`config.mk`:
```
export PLATFORM = sky130hd
export DESIGN_NAME = stopwatch_ctrl
export DESIGN_NICKNAME = d
export VERILOG_FILES = /design/src/rtl/stopwatch_ctrl_pkg.sv /design/src/rtl/stopwatch_ctrl_edge_rise.sv /design/src/rtl/stopwatch_ctrl.sv
export SDC_FILE = /design/constraint.sdc
export NUM_CORES = 1
export LEC_CHECK = 0
export CORE_MARGIN = 4
export CORE_UTILIZATION = 46
export DETAILED_ROUTE_END_ITERATION = 12
export PLACE_DENSITY = 0.84
export SLEW_MARGIN = 15
export SYNTH_ARGS = -nofsm -noshare
export SYNTH_HDL_FRONTEND = slang
export SYNTH_SLANG_ARGS = --single-unit
```
`constraint.sdc`:
```
create_clock -name clk -period 5.6 [get_ports clk]
set_clock_uncertainty 0.1 [all_clocks]
set_input_delay 1.12 -clock clk [delete_from_list [all_inputs] [get_ports clk]]
set_output_delay 1.12 -clock clk [all_outputs]
set_load 0.05 [all_outputs]
```
`src/rtl/stopwatch_ctrl_pkg.sv`:
```
// Shared types and widths for the stopwatch controller.
// State encoding plus BCD digit and counter widths.
package stopwatch_ctrl_pkg;

    typedef enum logic [1:0] {
        IDLE  = 2'd0,
        RUN   = 2'd1,
        PAUSE = 2'd2,
        DONE  = 2'd3
    } sw_state_e;

    localparam int DIGIT_W = 4;
    localparam int CNT_W   = 3 * DIGIT_W;

endpackage

```
`src/rtl/stopwatch_ctrl_edge_rise.sv`:
```
// Registered rising-edge detector for a level button.
// Ports: clk, reset, x (level in), rise (one-cycle pulse out).
module edge_rise (
    input  logic clk,
    input  logic reset,
    input  logic x,
    output logic rise
);

    logic x_q;

    // Reset to 1 so a button held through reset does not fire.
    always_ff @(posedge clk) begin
        if (reset) x_q <= 1'b1;
        else       x_q <= x;
    end

    assign rise = x & ~x_q;

endmodule

```
`src/rtl/stopwatch_ctrl.sv`:
```
// Stopwatch run/pause/clear/lap controller for a 3-digit BCD counter.
// Ports: clk, reset, start_stop, clear, lap, limit_en, limit[11:0],
//        cnt_bcd[11:0] in; cnt_en, cnt_clr, hold, alarm, state[1:0] out.
module stopwatch_ctrl
    import stopwatch_ctrl_pkg::*;
#(
    parameter int PRESCALE = 1000
) (
    input  logic             clk,
    input  logic             reset,
    input  logic             start_stop,
    input  logic             clear,
    input  logic             lap,
    input  logic             limit_en,
    input  logic [CNT_W-1:0] limit,
    input  logic [CNT_W-1:0] cnt_bcd,
    output logic             cnt_en,
    output logic             cnt_clr,
    output logic             hold,
    output logic             alarm,
    output logic [1:0]       state
);

    localparam int PW =
        (PRESCALE > 1) ? $clog2(PRESCALE) : 1;
    localparam logic [PW-1:0] PRE_MAX =
        PW'(PRESCALE - 1);

    sw_state_e     st_q, st_d;
    logic [PW-1:0] pre_q, pre_d;
    logic          hold_q, hold_d;
    logic          clr_q, clr_d;

    logic rise_ss, rise_clr, rise_lap;
    logic match, tick;

    edge_rise u_ss (
        .clk   (clk),
        .reset (reset),
        .x     (start_stop),
        .rise  (rise_ss)
    );

    edge_rise u_clr (
        .clk   (clk),
        .reset (reset),
        .x     (clear),
        .rise  (rise_clr)
    );

    edge_rise u_lap (
        .clk   (clk),
        .reset (reset),
        .x     (lap),
        .rise  (rise_lap)
    );

    // cnt_bcd is always valid BCD, so a non-BCD limit never matches.
    assign match = limit_en & (cnt_bcd == limit);
    assign tick  = (st_q == RUN) & (pre_q == PRE_MAX);

    always_ff @(posedge clk) begin
        if (reset) begin
            st_q   <= IDLE;
            pre_q  <= '0;
            hold_q <= 1'b0;
            clr_q  <= 1'b0;
        end else begin
            st_q   <= st_d;
            pre_q  <= pre_d;
            hold_q <= hold_d;
            clr_q  <= clr_d;
        end
    end

    always_comb begin
        st_d   = st_q;
        pre_d  = pre_q;
        hold_d = hold_q;
        clr_d  = 1'b0;

        if (st_q == RUN)
            pre_d = tick ? '0 : pre_q + 1'b1;

        unique case (st_q)
            IDLE: begin
                if (rise_clr)     clr_d = 1'b1;
                else if (rise_ss) st_d  = RUN;
            end
            RUN: begin
                if (rise_clr) begin
                    clr_d = 1'b1;
                    st_d  = IDLE;
                end else if (match) begin
                    st_d = DONE;
                end else if (rise_ss) begin
                    st_d = PAUSE;
                end else if (rise_lap) begin
                    hold_d = ~hold_q;
                end
            end
            PAUSE: begin
                if (rise_clr) begin
                    clr_d = 1'b1;
                    st_d  = IDLE;
                end else if (rise_ss) begin
                    st_d = RUN;
                end
            end
            DONE: begin
                if (rise_clr | rise_ss) begin
                    clr_d = 1'b1;
                    st_d  = IDLE;
                end
            end
            default: st_d = IDLE;
        endcase

        // Resting states restart the tick phase and release the display.
        if (st_d == IDLE || st_d == DONE) begin
            pre_d  = '0;
            hold_d = 1'b0;
        end
    end

    // ~match keeps the counter from stepping past the limit.
    assign cnt_en  = tick & ~match;
    assign cnt_clr = clr_q;
    assign hold    = hold_q;
    assign alarm   = (st_q == DONE);
    assign state   = st_q;

endmodule

```
# Word-level counts from Yosys, hierarchy flattened
# Index checks and enable logic that the tools add are counted.
# classes
muxes,12
n_addsub,1
n_reduce_logical,6
n_eq_ne,6
bitwise,14
# ops
cell,n
$mux 2,7
$eq 12x12->1,1
$add 10x1->10 const B,1
$eq 10x10->1 const B,1
$mux 10,1
$pmux 2 s4,1
$not 1->1,7
$and 1x1->1,6
$eq 2x2->1 const B,3
$reduce_and 5->1,1
$logic_not 2->1,2
$reduce_or 3->1,1
$eq 2x1->1 const B,1
$mux 1,2
$pmux 1 s2,1
$reduce_or 2->1,1
$logic_or 1x1->1,1
$or 1x1->1,1
# word_totals
regBits,17
inputBits,30
wordCells,46
out_inout_bits,6

# Logic depth before layout (Yosys ltp)
# Gate-level depths: netlist of the first run.
# logic_depth
ltp_word,9
mapped_depth,6
mapped_depth_nobuf,6

# Modules after synthesis
# Synthesis of the first run repeated with hierarchy kept, for this count alone.
# hier_totals
cells_unflattened,106
hier_area_um2,917.1
# modules_own_cells
module,seq_area_each_um2,instances,cells_per_inst,area_each_um2
stopwatch_ctrl,280.3,1,97,819.5
edge_rise,20.0,3,3,32.5

# Least setup slack after synthesis of the first run
# No wires, ideal clock.
# synth_path
path_type,input to output
startpoint,input limit[1]
endpoint,output cnt_en
arrival_time_ns,2.300
setup_slack_ns,2.080
n_path_buf,1
stages,5
required_time_ns,4.380
path_cell_list,xnor2_1 nand3_1 or4_4 buf_6 and2_2
# synth_via
elab_chain_cells,4
# synth_rtl
element,line,text
from (decl),stopwatch_ctrl.sv:15,"input logic [CNT_W-1:0] limit,"
$eq 12x12->1,stopwatch_ctrl.sv:59,assign match = limit_en & (cnt_bcd == limit);
$and 1x1->1,stopwatch_ctrl.sv:59,
$not 1->1 (no line),-,
$and 1x1->1,stopwatch_ctrl.sv:127,assign cnt_en = tick & ~match;
to (decl),stopwatch_ctrl.sv:17,"output logic cnt_en,"
# Every way passes these cells.

# Worst setup path in the final report of the first run
# layout_path
startpoint,input cnt_bcd[5]
endpoint,output cnt_en
# layout_via
elab_chain_cells,4
# layout_rtl
element,line,text
from (decl),stopwatch_ctrl.sv:16,"input logic [CNT_W-1:0] cnt_bcd,"
$eq 12x12->1,stopwatch_ctrl.sv:59,
$and 1x1->1,stopwatch_ctrl.sv:59,
$not 1->1 (no line),-,
$and 1x1->1,stopwatch_ctrl.sv:127,
# Every way passes these cells.

==> results of run 1 <==
[cell type report]
| cell class | count | share of cell area, % |
|---|---|---|
| well taps | 25 | 2.37 |
| flip-flops and latches | 17 | 25.8 |
| repair buffers | 35 | 26.5 |
| multi-input cells | 87 | 43.4 |
| clock buffers | 4 | 1.99 |
[worst max-delay path, stage by stage]
cell	delay, ns
clkdlybuf4s50_1	0.47
xnor2_1	0.11
nand4_1	0.12
or4_4	0.61
and2_2	0.23
clkdlybuf4s50_1	0.69
[metal layers]
layer  vias up  part of all wire [%]
met5         -                     0
met2        33                    46
met3         7                   8.2
met4         0                   3.2
met1       399                    42
li1        442                     -
[registers in the layout, indices dropped and copies added, names as in the netlist]
| signal | flops |
|---|---|
| u_clr.x_q | 1 |
| cnt_clr | 1 |
| pre_q | 10 |
| u_ss.x_q | 1 |
| hold | 1 |
| state | 2 |
| u_lap.x_q | 1 |
[kinds of logic (layout without fill, tap and decap cells)]
group           count (synthesis)  after routing
flops                          17             17
xor+xnor                       20             20
simple gates                   55             55
compound gates                 11             11
fa+ha+maj                       1              1
buf+inv                         2             39
[power groups by stage]
stage	clock network, mW	logic (mW)	registers, mW
final	0.0675	0.0444	0.124
after floorplan	0	0.0169	0.129
after CTS	0.0665	0.0448	0.124
after detailed placement	0	0.0446	0.127
after global placement	0	0.0437	0.127
after global routing	0.0729	0.0480	0.124
[worst max-delay path by stage]
| stage | cells past startpoint | to | from |
|---|---|---|---|
| 6_report | 6 | cnt_en | cnt_bcd[5] |
| 5_1_grt | 6 | cnt_en | limit[11] |
| 4_1_cts | 6 | cnt_en | limit[11] |
| 3_5_place_dp | 6 | cnt_en | cnt_bcd[5] |
| 3_3_place_gp | 6 | cnt_en | limit[11] |
| 2_1_floorplan | 5 | cnt_en | limit[1] |
[through the flow]
step	instance area, sq um	worst slack (ns)
3_3_place_gp	1290	1.03
2_1_floorplan	930	2.08
5_1_grt	1320	0.933
4_1_cts	1320	1.01
3_5_place_dp	1290	1.01
6_report	1320	1.03
[layout by cell type, fill, tap and decap left out, types with 2 or more instances in the layout]
| cell type | Yosys | routed |
|---|---|---|
| a21oi_1 | 2 | 2 |
| a31oi_1 | 2 | 2 |
| clkbuf_4 | 0 | 3 |
| clkdlybuf4s50_1 | 0 | 35 |
| dfxtp_1 | 17 | 17 |
| nand2_1 | 11 | 11 |
| nand2b_1 | 4 | 4 |
| nand3_1 | 2 | 2 |
| nand4_1 | 5 | 5 |
| nand4b_1 | 3 | 3 |
| nor2_1 | 10 | 10 |
| nor2b_1 | 3 | 3 |
| nor3_1 | 5 | 5 |
| or2_2 | 3 | 3 |
| xnor2_1 | 16 | 16 |
| xor2_1 | 4 | 4 |
==> metrics.yaml, run 1 <==
leading_cell_type_by_number_of_instances_after_synthesis: "dfxtp_1"
drc_violations_left: 0
grt.total_usage_pct: 17.0
switching_share_pct: 23.9
clock.fmax_ghz: 0.219
cts-htree-levels: 1
fin_crit_sh_pct: 81.7
wl_per_cell_um: 12.3
placed_cell_count: 164
synth.lib_cells_used.distinct: 33
critical_path.reg2reg.endpoint: "pre_q[0]"
postCtsHoldBufs: 0
cts-resized-gates: 0
timing.reg2reg.worst_path_depth: 6
critical_path_arrival_ns: 3.35
die_x_um: 53.0
power.share.sequential_pct: 52.6
utilization_pct: 72.6
power_density_nw_per_um2: 179
avgViaCountPerCell: 5.24
total_power_mw: 0.236
netlist_area_sq_um: 930
hold_path.class: "reg -> reg"
yosys.area.top_type_share_pct: 36.6
layoutNonFillerInstCount: 168
design.portCount: 36
finalWirelength_mm: 2.07
final_nets: 175
wire_length_of_the_first_global_routing_pass_mm: 3.48
worst-r2r-setup-slack_ns: 3.92
syn2layout_area_growth_pct: 42.1
root_buffer: "clkbuf_4"
footprint_of_the_multi_input_gates_sq_um: 573
share_of_total_power_in_combinational_logic_pct: 18.8
grt_setup_unrepaired: "no"
vias_in_the_first_global_route: 851
detailedPlacementHpwl_mm: 1.67
power_report.internal_total_mw: 0.180
met3_usage_pct: 4.23
postRouteAntennaNets: 0
seq_area_frac_synth_pct: 36.6
num_antenna_cells: 0
post_synth_mux_area_share_pct: 0
gr-usage-met2_pct: 28.7
post_cts.repair.setup_buffers: 0
route.vias.total: 881
drt_iter0_markers: 15
tightest_slew_ns: 0.501
holdCritStartpoint: "pre_q[1]"
timing.setup.critical_path_class: "in -> out"
final.min_clock_period_ns: 4.57
worst_hold_path.num_cells: 2
hold-worst-slack_ns: 0.411
synth_nets: 137
grtUsageMet1_pct: 19.1
main_combinational_cell_family_by_area_after_synthesis: "simple AND/OR/NAND/NOR gates"
synth_warnings: 0
post_synth_and_or_nand_nor_area_fraction_pct: 33.0
io_buffer_count: 35
pwr-share-clk_pct: 28.6
layout-drive-gt1-share_pct: 6.99
worst_skew_pair.late_latency_ns: 0.30
ys_dominant_reg_cell: "dfxtp_1"
ys_async_sr_fraction_pct: 0
placeable_core_area_sq_um: 1820
synth_enable_flop_cells: 0
synth_top_cells_by_area: "dfxtp_1 37%, xnor2_1 15%, nand2_1 4.4%"
clock_tree.buffer_depth: 2
finalHoldViolations: 0
max_slew_margin_pct: 66.5
synth_cells: 106
grt-busiest-layer: "met2"
synth_compound_gate_area_share_pct: 8.48
tritoncts.num_buffers: 3
setup_total_negative_slack_ns: 0
grt_antenna_before_repair: 0
register_area_sq_um: 340
cell_type_contributing_the_most_total_cell_area_after_synthesis: "dfxtp_1"
clock-sinks: 17
std_cell_rows: 15
regToRegStartpoint: "pre_q[0]"
post_synth_xor_xnor_area_pct: 18.8
cp_data_required_time_ns: 4.38
worstHoldEndpoint: "pre_q[1]"
ys_ff_latch: 17
grt_max_degree: 12
critPathLaunchType: "primary input"
clk_transition_reported_paths_ns: 0.09
timing.final.setup_violations: 0
dr.pass1.iters: 4
synthesis.area_per_instance_sq_um: 8.77
static_leakage_power_nw: 0.428
rd_place_congestion: 0.803
tritoncts: "built"
switchingPower_mw: 0.0565
crit_path_max_fanout: 11
chipHeight_um: 53.0
initial_util_pct: 51.1
synth-adder-area-share_pct: 1.35
gr-total-overflow: 0
layout.filler_cells: 154
overall_die_area_sq_um: 2800
max-cap-violations: 0
timing.final.max_slew_violations: 0
ir_drop_v: 0.000109
run_status: "finished clean"
critical_path.endpoint_type: "output port"
synth_commonest_cells: "17 x dfxtp_1, 16 x xnor2_1, 11 x nand2_1"
(Power assumes the default switching activity.)
==> run 2, diff against run 1 <==
- CORE_UTILIZATION: 46 -> 38
- PLACE_DENSITY: 0.84 -> 0.74
- clock period: 5.6 -> 4.2 ns (I/O delays scaled with it)
==> metrics.yaml, run 2 (synthesis results as in run 1) <==
timing.final.max_slew_violations: 0
critical_path.endpoint_type: "output port"
finalHoldViolations: 0
utilization_pct: 58.2
layout-drive-gt1-share_pct: 8.39
crit_path_max_fanout: 11
wl_per_cell_um: 12.3
hold_path.class: "reg -> reg"
layout.filler_cells: 200
overall_die_area_sq_um: 3300
critPathLaunchType: "primary input"
run_status: "finished clean"
worst_skew_pair.late_latency_ns: 0.30
critical_path_arrival_ns: 2.56
die_x_um: 57.5
io_buffer_count: 35
clk_transition_reported_paths_ns: 0.09
max_slew_margin_pct: 66.3
grt.total_usage_pct: 13.8
final_common_cell: "clkdlybuf4s50_1"
cpMaxStageDelayCell: "or4_4"
layoutNonFillerInstCount: 171
wire_length_of_the_first_global_routing_pass_mm: 3.56
timing.critical_path.slowest_cell_delay_ns: 0.62
timing.setup.critical_path_class: "in -> out"
postCtsHoldBufs: 0
grt_antenna_before_repair: 0
drt_iter0_markers: 11
initial_util_pct: 40.8
placeable_core_area_sq_um: 2280
fin_crit_sh_pct: 83.4
grt_max_degree: 12
clock-sinks: 17
cts-resized-gates: 0
critical_path.top_delay_family: "simple AND/OR/NAND/NOR gates"
design.portCount: 36
chipHeight_um: 57.5
root_buffer: "clkbuf_4"
max-cap-violations: 0
grt_setup_unrepaired: "no"
cp.buffers_inverters: 2
regMostFlops: "pre_q"
placed_cell_count: 167
postRouteAntennaNets: 0
detailedPlacementHpwl_mm: 1.71
layout_common_cells: "34 x clkdlybuf4s50_1, 17 x dfxtp_1, 16 x xnor2_1"
clock.fmax_ghz: 0.286
tritoncts: "built"
drc_violations_left: 0
syn2layout_area_growth_pct: 42.4
timing.final.setup_violations: 0
finalWirelength_mm: 2.11
power_density_nw_per_um2: 237
clock_tree.buffer_depth: 2
avgViaCountPerCell: 5.17
ir_drop_v: 0.000157
std_cell_rows: 17
final_nets: 175
largest_register_ff_count: 10
placement.cell_area_sq_um: 1300
tritoncts.num_buffers: 3
post-route-cell-area_sq_um: 1320
gr-total-overflow: 0
final.min_clock_period_ns: 3.50
tightest_slew_ns: 0.503
vias_in_the_first_global_route: 886
crit_path_cell_trace: "clkdlybuf4s50_1 > xnor2_1 > nand3_1 > or4_4 > and2_2 > buf_4"
static_leakage_power_nw: 0.432
setup_total_negative_slack_ns: 0
cts-htree-levels: 1
cp_data_required_time_ns: 3.26
rd_place_congestion: 0.777
num_antenna_cells: 0
route.vias.total: 884
dr.pass1.iters: 4
post_cts.repair.setup_buffers: 0
## run 2: cell count changes in the layout (fill, tap and decap cells not counted), sizes merged
cell,before,now
clkdlybuf4s50,35,34
clkinv,0,1
clkbuf,4,3
buf,0,1
## run 2: layout make-up
| type | count | area (sq um) | area share (%) |
|---|---|---|---|
| multi-input cells | 87 | 573 | 43.3 |
| well taps | 28 | 35.0 | 2.65 |
| flip-flops and latches | 17 | 340 | 25.7 |
| repair buffers | 35 | 348 | 26.3 |
| clock inverters | 1 | 5.00 | 0.378 |
| clock buffers | 3 | 22.5 | 1.70 |
## run 2: layer usage
layer / wire length (um) / track usage, %
met1: 837 / 14.0
met2: 1020 / 24.8
met3: 199 / 4.52
met4: 48 / 7.28
met5: 0 / 0
## run 2: final timing paths
kind	from	endpoint	slack, ns	cells past startpoint
worst max-delay path	limit[10]	cnt_en	0.70	6
worst min-delay path	pre_q[1]	pre_q[1]	0.39	2
worst max register to register	pre_q[0]	pre_q[0]	2.54	6
worst min register to register	pre_q[1]	pre_q[1]	0.39	2
## run 2: power breakdown
part / switching (mW) / internal (mW) / leakage [nW]
combinational: 0.0206 / 0.0388 / 0.277
clock: 0.0538 / 0.0355 / 0.0177
sequential: 0.00185 / 0.164 / 0.138
total: 0.0763 / 0.238 / 0.432
## run 2: through the flow
stage               hold WS [ns]  setup WS, ns  power, mW
floorplan                  0.354          1.24      0.194
global placement           0.366         0.697      0.228
detailed placement         0.374         0.692      0.229
CTS                        0.389         0.690      0.319
global route               0.424         0.613      0.331
finish                     0.387         0.699      0.314
## run 2: tightest hold or removal path, delay by kind of cell (launching register included)
| family | cells | cell delay, ns |
|---|---|---|
| simple gates | 1 | 0.06 |
| compound gates | 1 | 0.05 |
| flops | 1 | 0.34 |
